### src/rtl/enc83_serializer_if.sv
// rtl/enc83_serializer_if.sv - vector-in / index-out handshake bundle for enc83_serializer
interface enc83_serializer_if #(
  parameter int WIDTH = 8,
  parameter int IDX_W = 3
);
  logic             in_valid;
  logic             in_ready;
  logic [WIDTH-1:0] in_vec;
  logic             out_valid;
  logic             out_ready;
  logic [IDX_W-1:0] out_idx;
  logic             out_last;

  modport master (
    output in_valid, in_vec, out_ready,
    input  in_ready, out_valid, out_idx, out_last
  );

  modport slave (
    input  in_valid, in_vec, out_ready,
    output in_ready, out_valid, out_idx, out_last
  );
endinterface

### src/rtl/enc83_serializer.sv
// rtl/enc83_serializer.sv - one-hot/request vector to index serializer; ENC83_MSB_FIRST_EN selects highest-bit-first order
module enc83_serializer #(
  parameter int WIDTH = 8,
  parameter int IDX_W = 3
) (
  input  logic              clk,
  input  logic              rst,
  enc83_serializer_if.slave bus,
  output logic              zero_flag,
  output logic              busy
);

  typedef enum logic {IDLE = 1'b0, EMIT = 1'b1} state_t;

  state_t           state_q, state_d;
  logic [WIDTH-1:0] pending_q, pending_d;
  logic             zero_q, zero_d;
  logic [IDX_W-1:0] sel_idx;
  logic             one_left;

  // The last match in the scan wins, so scan direction sets emission order.
  always_comb begin
    sel_idx = '0;
`ifdef ENC83_MSB_FIRST_EN
    for (int i = 0; i < WIDTH; i++) begin
      if (pending_q[i]) sel_idx = IDX_W'(i);
    end
`else
    for (int i = WIDTH - 1; i >= 0; i--) begin
      if (pending_q[i]) sel_idx = IDX_W'(i);
    end
`endif
  end

  assign one_left  = (pending_q != '0) && ((pending_q & (pending_q - WIDTH'(1))) == '0);
  assign zero_flag = zero_q;

  always_ff @(posedge clk or posedge rst) begin
    if (rst) begin
      state_q   <= IDLE;
      pending_q <= '0;
      zero_q    <= 1'b0;
    end else begin
      state_q   <= state_d;
      pending_q <= pending_d;
      zero_q    <= zero_d;
    end
  end

  // Outputs come from registered state only; in_* and out_ready steer next state.
  always_comb begin
    state_d       = state_q;
    pending_d     = pending_q;
    zero_d        = 1'b0;
    bus.in_ready  = 1'b0;
    bus.out_valid = 1'b0;
    bus.out_idx   = '0;
    bus.out_last  = 1'b0;
    busy          = 1'b0;
    case (state_q)
      IDLE: begin
        bus.in_ready = 1'b1;
        if (bus.in_valid) begin
          if (bus.in_vec == '0) begin
            zero_d = 1'b1;
          end else begin
            pending_d = bus.in_vec;
            state_d   = EMIT;
          end
        end
      end
      EMIT: begin
        busy          = 1'b1;
        bus.out_valid = 1'b1;
        bus.out_idx   = sel_idx;
        bus.out_last  = one_left;
        if (bus.out_ready) begin
          pending_d = pending_q & ~(WIDTH'(1) << sel_idx);
          if (one_left) state_d = IDLE;
        end
      end
      default: state_d = IDLE;
    endcase
  end

endmodule

### src/flat_wrapper.sv
// flat-port wrapper written by rule: the top's interface ports become plain ports
module enc83_serializer_flat 
#(
  parameter int WIDTH = 8,
  parameter int IDX_W = 3
)
  (clk, rst, zero_flag, busy, bus_in_valid, bus_in_vec, bus_out_ready, bus_in_ready, bus_out_valid, bus_out_idx, bus_out_last);
  enc83_serializer_if #(.WIDTH(WIDTH), .IDX_W(IDX_W)) bus_i ();
  input  logic clk;
  input  logic rst;
  output logic zero_flag;
  output logic busy;
  input wire logic [$bits(bus_i.in_valid)-1:0] bus_in_valid;
  input wire logic [$bits(bus_i.in_vec)-1:0] bus_in_vec;
  input wire logic [$bits(bus_i.out_ready)-1:0] bus_out_ready;
  output wire logic [$bits(bus_i.in_ready)-1:0] bus_in_ready;
  output wire logic [$bits(bus_i.out_valid)-1:0] bus_out_valid;
  output wire logic [$bits(bus_i.out_idx)-1:0] bus_out_idx;
  output wire logic [$bits(bus_i.out_last)-1:0] bus_out_last;
  assign bus_i.in_valid = bus_in_valid;
  assign bus_i.in_vec = bus_in_vec;
  assign bus_i.out_ready = bus_out_ready;
  assign bus_in_ready = bus_i.in_ready;
  assign bus_out_valid = bus_i.out_valid;
  assign bus_out_idx = bus_i.out_idx;
  assign bus_out_last = bus_i.out_last;
  enc83_serializer #(.WIDTH(WIDTH), .IDX_W(IDX_W)) u_core (.clk(clk), .rst(rst), .bus(bus_i), .zero_flag(zero_flag), .busy(busy));
endmodule
### config.mk
export PLATFORM = sky130hd
export DESIGN_NAME = enc83_serializer_flat
export DESIGN_NICKNAME = d
export VERILOG_FILES = /design/src/rtl/enc83_serializer_if.sv /design/src/rtl/enc83_serializer.sv /design/src/flat_wrapper.sv
export SDC_FILE = /design/constraint.sdc
export NUM_CORES = 1
export LEC_CHECK = 0
export CORE_AREA = 5 5 47 49
export DETAILED_ROUTE_END_ITERATION = 6
export DIE_AREA = 0 0 52 54
export MAX_ROUTING_LAYER = met4
export PLACE_DENSITY = 0.74
export SETUP_SLACK_MARGIN = 0.02
export SLEW_MARGIN = 20
export SYNTH_ARGS = -nofsm -noshare
export SYNTH_HDL_FRONTEND = slang
export SYNTH_SLANG_ARGS = --single-unit
### constraint.sdc
create_clock -name clk -period 2.2 [get_ports clk]
set_clock_uncertainty 0.1 [all_clocks]
set_input_delay 0.44 -clock clk [delete_from_list [all_inputs] [get_ports clk]]
set_output_delay 0.44 -clock clk [all_outputs]
set_load 0.005 [all_outputs]
==> parameters.txt, run 1 <==
Parameter                              Value

Run status
  Outcome ... finished clean

Yosys
  Proportion of synthesized chip area in sequential cells ... between 30% and 40%
  Share of the synthesized area in the top cell type ... about a third
  Mapped Avg Cell Area ... approximately 8.8 sq um
  Most instantiated cells after synthesis ... sky130_fd_sc_hd__dfrtp_1 (10), sky130_fd_sc_hd__nand2_1 (10), sky130_fd_sc_hd__nor2_1 (9), sky130_fd_sc_hd__nor3_1 (5)
  Area leader, netlist ... sky130_fd_sc_hd__dfrtp_1
  Fraction of registers with async set/reset ... 100%
  Commonest register cell after synthesis ... sky130_fd_sc_hd__dfrtp_1
  Syn Nets ... 98
  Cell types with the largest area share after synthesis ... sky130_fd_sc_hd__dfrtp_1 (33%), sky130_fd_sc_hd__buf_6 (5.9%), sky130_fd_sc_hd__nand2_1 (4.9%)
  Number of flops mapped to enable cells by yosys ... 0
  Number of synthesis warnings ... 0
  Number of cells produced by synthesis ... 86
  Number of distinct library cells after synthesis ... 33
  Flops & latches, synth ... 10
  Post-synthesis cell area ... around 760 sq um

Clocking
  Clock tree from TritonCTS ... built
  Cts bufs inserted ... 3
  Clock insertion delay at the later pin of the skew report ... around 0.27 ns
  Maximum buffer depth of the clock tree ... 2
  Number of clock sinks seen by CTS ... 10
  Total number of H-tree levels ... 1
  Hold Buf Count CTS ... 0
  Clock transition at path regs ... 0.06 ns
  Clock Root Buffer ... sky130_fd_sc_hd__clkbuf_4

Flow run
  Max-cap violations ... 0

Floorplanning
  Row cnt ... 16
  Boundary Pins ... 20
  Core area ... about 1800 sq um
  Die span in x ... approximately 52 um
  Die outline area ... between 2000 and 3000 sq um
  Height of the chip ... around 54 um
  Initial Util ... between 40% and 50%

STA
  Slew Limit Fails ... 0
  Final setup viols ... 0
  Max Freq ... about 0.46 GHz
  Final sum of negative setup slack ... 0 ns
  WHS ... about 0.35 ns
  Count of final hold-check violations ... 0
  Setup repair after global routing missed its margin ... true
  Final worst path period need ... about 2.2 ns
  Worst Tran Pin Value ... approximately 0.39 ns
  Max_slew headroom ... ~74%
  Portion of the clock cycle consumed by the worst path in the final layout ... a little over nine tenths

Worst setup path
  Data arrival, critical path ... around 1.6 ns
  Startpoint class of the critical path ... flip-flop
  Path type of the worst setup path ... reg -> out
  Required time of the critical path ... 1.66 ns
  Startpoint of the worst register-to-register path ... u_core.pending_q[7]
  Launch point of the worst path ... u_core.pending_q[6]
  Setup slack of the worst register-to-register path ... roughly 0.32 ns
  End of the worst register-to-register path ... u_core.pending_q[2]
  Crit path max fanout ... 8
  Capturing element of the worst setup path ... bus_out_idx[0]
  CP Capture Type ... output port
  Depth of the most critical reg-to-reg path ... 6

Pwr
  Power consumption ... ~1700 uW
  Switching portion of total power ... 41.1%
  Power spent charging and discharging nets ... 686 uW
  Combinational group share of total power ... ~71%
  Power density normalized to cell area ... about 1400 nW/um^2
  IR Drop Worst-Case VDD ... 0.857 mV
  Static leakage power ... 0.000551 uW
  Int Power ... 982 uW
  Clock network fraction of total power ... under 10%
  Part of the total power dissipated in sequential elements ... 21.6%

Route
  Vias ... 836
  Routed length per placed instance ... approximately 14 um
  Total routed wirelength ... approximately 2200 um
  Final ANT Viol Nets ... 0
  DRC violations left ... 0
  Vias per cell ... roughly 5.4
  Drt first pass iters ... 4
  Number of violations reported at the end of detailed-routing iteration 0 ... 19

Placement
  Detailed-placement wirelength estimate ... approximately 1600 um
  Routability congestion estimate from global placement ... approximately 0.92
  Number of input and output port buffers inserted ... 19
  Placed cell count ... 140

Final layout
  Layout-stage area growth over the synthesis result ... 59.0%
  Final Net Count ... approximately 140
  Layout cells sized above 1 ... between 40% and 50%
  Number of cells in the finished layout apart from fillers ... 154
  Diodes inserted ... 0

Global route
  Maximum number of pins on one net before global-route repair ... 11
  Number of global-route vias before repair ... around 800
  Global-route usage over all layers ... 16.8%
  Wire length of the first global-routing pass ... around 3400 um
  Grt ovf ... 0
  Initial antenna violation count ... 0

Hold path
  Path category of the worst min-delay check ... in -> async
==> routing by layer <==
layer	wire (um)	track usage, %	vias up
met5	0	-	-
met1	915	19.9	395
met4	52	7.42	0
li1	-	-	396
met2	1150	27.8	37
met3	109	3.05	8
==> power groups by stage <==
stage               combinational [uW]  sequential (uW)  clock (uW)
floorplan                          610              294           0
global placement                   912              360           0
detailed placement                 930              367           0
CTS                               1040              361         126
global route                      1280              370         137
finish                            1180              360         124
==> layout by cell type, fill, tap and decap left out, types with 3 or more instances in the layout <==
cell type                         instances
sky130_fd_sc_hd__buf_4                   26
sky130_fd_sc_hd__clkdlybuf4s50_1         15
sky130_fd_sc_hd__nand2_1                 10
sky130_fd_sc_hd__nor2_1                   7
sky130_fd_sc_hd__dfrtp_2                  6
sky130_fd_sc_hd__a22o_1                   4
sky130_fd_sc_hd__dfrtp_1                  4
sky130_fd_sc_hd__o21ai_0                  3
sky130_fd_sc_hd__a31oi_1                  3
sky130_fd_sc_hd__inv_1                    3
sky130_fd_sc_hd__nor3_1                   3
sky130_fd_sc_hd__clkbuf_4                 3
==> final cells by class <==
cell class	count	area [sq um]
inverter	4	15.0
tap	27	33.8
sequential	10	258
fill	136	612
multi-input combinational	63	482
clock buffer	3	22.5
timing repair buffer	47	399
==> cells by family after synthesis <==
| kind of cell | share of synthesized area [%] |
|---|---|
| simple gates | 22.5 |
| compound gates | 31.7 |
| buf+inv | 11.5 |
| flops | 32.9 |
| mux | 1.32 |
==> sequential cells by signal, summed over array words and instances (netlist names) <==
name and flops:
u_core.pending_q 8, u_core.zero_flag 1, u_core.state_q 1
==> critical path: stages, from the launching register on <==
cell                      delay [ns]
sky130_fd_sc_hd__dfrtp_2        0.49
sky130_fd_sc_hd__inv_2          0.08
sky130_fd_sc_hd__a21oi_2        0.06
sky130_fd_sc_hd__o31ai_2        0.30
sky130_fd_sc_hd__nor2_1         0.11
sky130_fd_sc_hd__nor3_2         0.19
sky130_fd_sc_hd__buf_2          0.13
==> stage by stage <==
step                util [%]  setup WS [ns]  area (sq um)
finish                  66.4         0.0350          1210
global route            66.4        -0.0568          1210
CTS                     62.2         -0.131          1130
detailed placement      57.1        -0.0303          1040
global placement        57.1       -0.00173          1040
floorplan                  -          0.407           761
==> repair_timing <==
item | 4_1_cts | 5_1_grt
setup buffers | 6 | 5
resized for setup | 13 | 16
pin swaps | 1 | 6
endpoints found under the setup margin | 4 | 4
==> how the worst min path moves through the flow <==
stage,from,end,slack [ns],cells past startpoint
2_1_floorplan,rst,u_core.pending_q[0],0.18,1
3_3_place_gp,u_core.pending_q[2],u_core.pending_q[2],0.55,1
3_5_place_dp,u_core.pending_q[2],u_core.pending_q[2],0.55,1
4_1_cts,rst,u_core.pending_q[1],0.37,2
5_1_grt,rst,u_core.pending_q[1],0.40,2
6_report,rst,u_core.pending_q[1],0.35,2
(Power assumes the default switching activity.)
==> run 2, diff against run 1 <==
Settings changed: ABC_CLOCK_PERIOD_IN_PS set to 2200.
==> results of run 2 <==
Same layout as run 1: the final DEF is identical, and so are final timing and power.
==> run 3, diff against run 2 <==
Settings changed: ABC_CLOCK_PERIOD_IN_PS 2200 to 2800, CORE_AREA 5 5 47 49 to 5 5 46 48, CTS_CLUSTER_DIAMETER set to 100, DIE_AREA 0 0 52 54 to 0 0 51 53, PLACE_DENSITY 0.74 to 0.77.
Clock period 2.2 ns to 2.8 ns, I/O delays scaled along.
==> run 3 against run 2 <==
  * Sequential power down 13%
  * Sequential cell count unchanged
  * Register-to-register slack better by 0.64 ns
  * Total power down 39%
  * Largest power group unchanged
==> parameters.txt, run 3 (synthesis gave the netlist of run 1 again) <==
Parameter                              Value

STA
  Final setup viols ... 0 (unchanged)
  Count of final hold-check violations ... 0 (unchanged)
  Portion of the clock cycle consumed by the worst path in the final layout ... 94.7%
  Max_slew headroom ... 63.4% (was 74.0%)
  Max Freq ... 0.377 GHz
  Final sum of negative setup slack ... 0 ns (unchanged)
  Slew Limit Fails ... 0 (unchanged)
  Setup repair after global routing missed its margin ... true (unchanged)
  Worst Tran Pin Value ... 0.544 ns (was 0.390 ns)
  Final worst path period need ... about 2.7 ns

Clocking
  Total number of H-tree levels ... 1 (unchanged)
  Clock insertion delay at the later pin of the skew report ... 0.26 ns (was 0.27 ns)
  Clock tree from TritonCTS ... built (unchanged)
  Hold Buf Count CTS ... 0 (unchanged)
  Cts bufs inserted ... 3 (unchanged)
  Clock transition at path regs ... 0.07 ns (was 0.06 ns)
  Number of clock sinks seen by CTS ... 10 (unchanged)
  Maximum buffer depth of the clock tree ... 2 (unchanged)
  Clock Root Buffer ... sky130_fd_sc_hd__clkbuf_4 (unchanged)

Worst setup path
  Startpoint class of the critical path ... flip-flop (unchanged)
  Cell with the biggest individual delay on the critical path ... sky130_fd_sc_hd__clkdlybuf4s50_1 (was sky130_fd_sc_hd__dfrtp_2)
  Data arrival, critical path ... 1.99 ns (was 1.63 ns)
  Delay contributed by the slowest stage of the critical path ... 0.51 ns (was 0.49 ns)
  Top cell family by delay on the critical path ... buffers and inverters (was flip-flops)
  Worst path buffer plus inverter count ... 1 (was 2)
  Required time of the critical path ... 2.14 ns (was 1.66 ns)
  Crit-path cells ... nor4_4, o21ai_1, o31a_2, nor3_2, clkdlybuf4s50_1 (was inv_2, a21oi_2, o31ai_2, nor2_1, nor3_2, buf_2)
  CP Capture Type ... output port (unchanged)
  Depth of the most critical reg-to-reg path ... 4 (was 6)
  End of the worst register-to-register path ... u_core.pending_q[1] (was u_core.pending_q[2])
  Setup slack of the worst register-to-register path ... 0.96 ns (was 0.32 ns)
  Startpoint of the worst register-to-register path ... u_core.pending_q[4] (was u_core.pending_q[7])
  Crit path max fanout ... 8 (unchanged)
  Launch point of the worst path ... u_core.pending_q[2] (was u_core.pending_q[6])
  Path type of the worst setup path ... reg -> out (unchanged)

Floorplanning
  Height of the chip ... 53 um (was 54 um)
  Die outline area ... 2700 sq um (was 2810 sq um)
  Initial Util ... 45.5% (was 41.8%)
  Core area ... 1670 sq um (was 1820 sq um)
  Boundary Pins ... 20 (unchanged)
  Die span in x ... 51 um (was 52 um)
  Row cnt ... 15 (was 16)

Hold path
  Path category of the worst min-delay check ... in -> async (unchanged)

Global route
  Grt ovf ... 0 (unchanged)
  Met1 usage in global routing ... 18.4% (was 19.9%)
  Met2 GRT Util ... 23.4% (was 27.8%)
  Global-route usage over all layers ... 14.9% (was 16.8%)
  Wire length of the first global-routing pass ... 2860 um (was 3430 um)
  Number of global-route vias before repair ... 624 (was 799)
  Initial antenna violation count ... 0 (unchanged)
  Maximum number of pins on one net before global-route repair ... 12 (was 11)
  Met3 demand-to-capacity share in global routing ... 5.63% (was 3.05%)
  Global route hottest layer ... met2 (unchanged)

Final layout
  Layout fillers ... 148 (was 136)
  Layout cells sized above 1 ... 17.5% (was 41.7%)
  Leading cell type in the layout, fill and taps excluded ... sky130_fd_sc_hd__clkdlybuf4s50_1 (was sky130_fd_sc_hd__buf_4)
  Area taken by flip-flops and latches ... 254 sq um (was 258 sq um)
  Diodes inserted ... 0 (unchanged)
  Top reg by flops ... u_core.pending_q (unchanged)
  Total area of multi-input combinational cells ... 433 sq um (was 482 sq um)
  Highest-count cells in the layout ignoring fill and taps ... sky130_fd_sc_hd__clkdlybuf4s50_1 (19), sky130_fd_sc_hd__nand2_1 (10), sky130_fd_sc_hd__nor2_1 (9) (was sky130_fd_sc_hd__buf_4 (26), sky130_fd_sc_hd__clkdlybuf4s50_1 (15), sky130_fd_sc_hd__nand2_1 (10))
  Final Net Count ... 116 (was 141)
  Area of all placed cells without fillers ... 972 sq um (was 1210 sq um)
  Layout-stage area growth over the synthesis result ... 27.8% (was 59.0%)
  Number of flip-flops under the largest register name ... 8 (unchanged)

Route
  Vias ... 716 (was 836)
  Drt first pass iters ... 4 (unchanged)
  Vias per cell ... 5.97 (was 5.43)
  Total routed wirelength ... 1820 um (was 2230 um)
  DRC violations left ... 0 (unchanged)
  Number of violations reported at the end of detailed-routing iteration 0 ... 31 (was 19)
  Routed length per placed instance ... 15.2 um (was 14.5 um)
  Final ANT Viol Nets ... 0 (unchanged)

Flow run
  Max-cap violations ... 0 (unchanged)

Placement
  Routability congestion estimate from global placement ... 0.892 (was 0.921)
  Detailed-placement wirelength estimate ... 1430 um (was 1590 um)
  Number of input and output port buffers inserted ... 19 (unchanged)
  Total cell area at the placement stage ... 915 sq um (was 1040 sq um)

Run status
  Outcome ... finished clean (unchanged)

Pwr
  Power density normalized to cell area ... 1050 nW/um^2 (was 1380 nW/um^2)
  IR Drop Worst-Case VDD ... 0.592 mV (was 0.857 mV)
  Static leakage power ... 0.000413 uW (was 0.000551 uW)
==> run 3: cell count changes in the layout (fill, tap and decap cells not counted), sizes merged <==
cell           change
buf               -26
clkdlybuf4s50      +4
dlygate4sd2        -1
dlymetal6s2s       -1
==> run 3: what timing repair did <==
item,4_1_cts,5_1_grt
gates resized for setup,1,5
setup buffers,0,1
setup endpoints to repair,1,2
pin swaps,0,1
==> run 3: worst max-delay path by stage <==
stage | end | slack [ns] | cells past startpoint
floorplan | bus_out_last | 0.89 | 5
global placement | bus_out_last | 0.34 | 5
detailed placement | bus_out_last | 0.30 | 5
CTS | bus_out_last | 0.03 | 5
global route | bus_out_last | 0.01 | 5
finish | bus_out_last | 0.15 | 5
==> run 3: through the flow <==
step                instances  worst slack [ns]  hold WS [ns]  total power (uW)  util [%]
floorplan                  86             0.887         0.300               710         -
global placement          115             0.341         0.528               855      54.8
detailed placement        115             0.302         0.564               863      54.8
CTS                       119            0.0264         0.479               997      57.0
global route              120            0.0150         0.536              1100      58.2
finish                    120             0.149         0.464              1020      58.2
==> run 3: worst register-to-register path: cells and delay by family, from the launching register on <==
kind            cells  cell delay [ns]
flops               1             0.51
compound gates      4             1.11
==> run 3: final cells by class <==
cell class / count / share of cell area, %
multi-input combinational: 63 / 44.5
sequential: 10 / 26.1
timing repair buffer: 22 / 21.9
clock buffer: 4 / 3.73
tap: 17 / 2.19
inverter: 4 / 1.54
==> run 3: routing by layer <==
layer / share of wire (%) / vias up
met5: 0 / -
met4: 0.44 / 0
met3: 6.1 / 2
met2: 47 / 27
met1: 46 / 336
li1: - / 351
==> run 3: where the power goes <==
part	total, uW	leakage, uW	switching (uW)	internal, uW
logic	578	0.000275	261	317
registers	312	0.000117	117	195
clock network	129	0.0000210	49.7	78.9
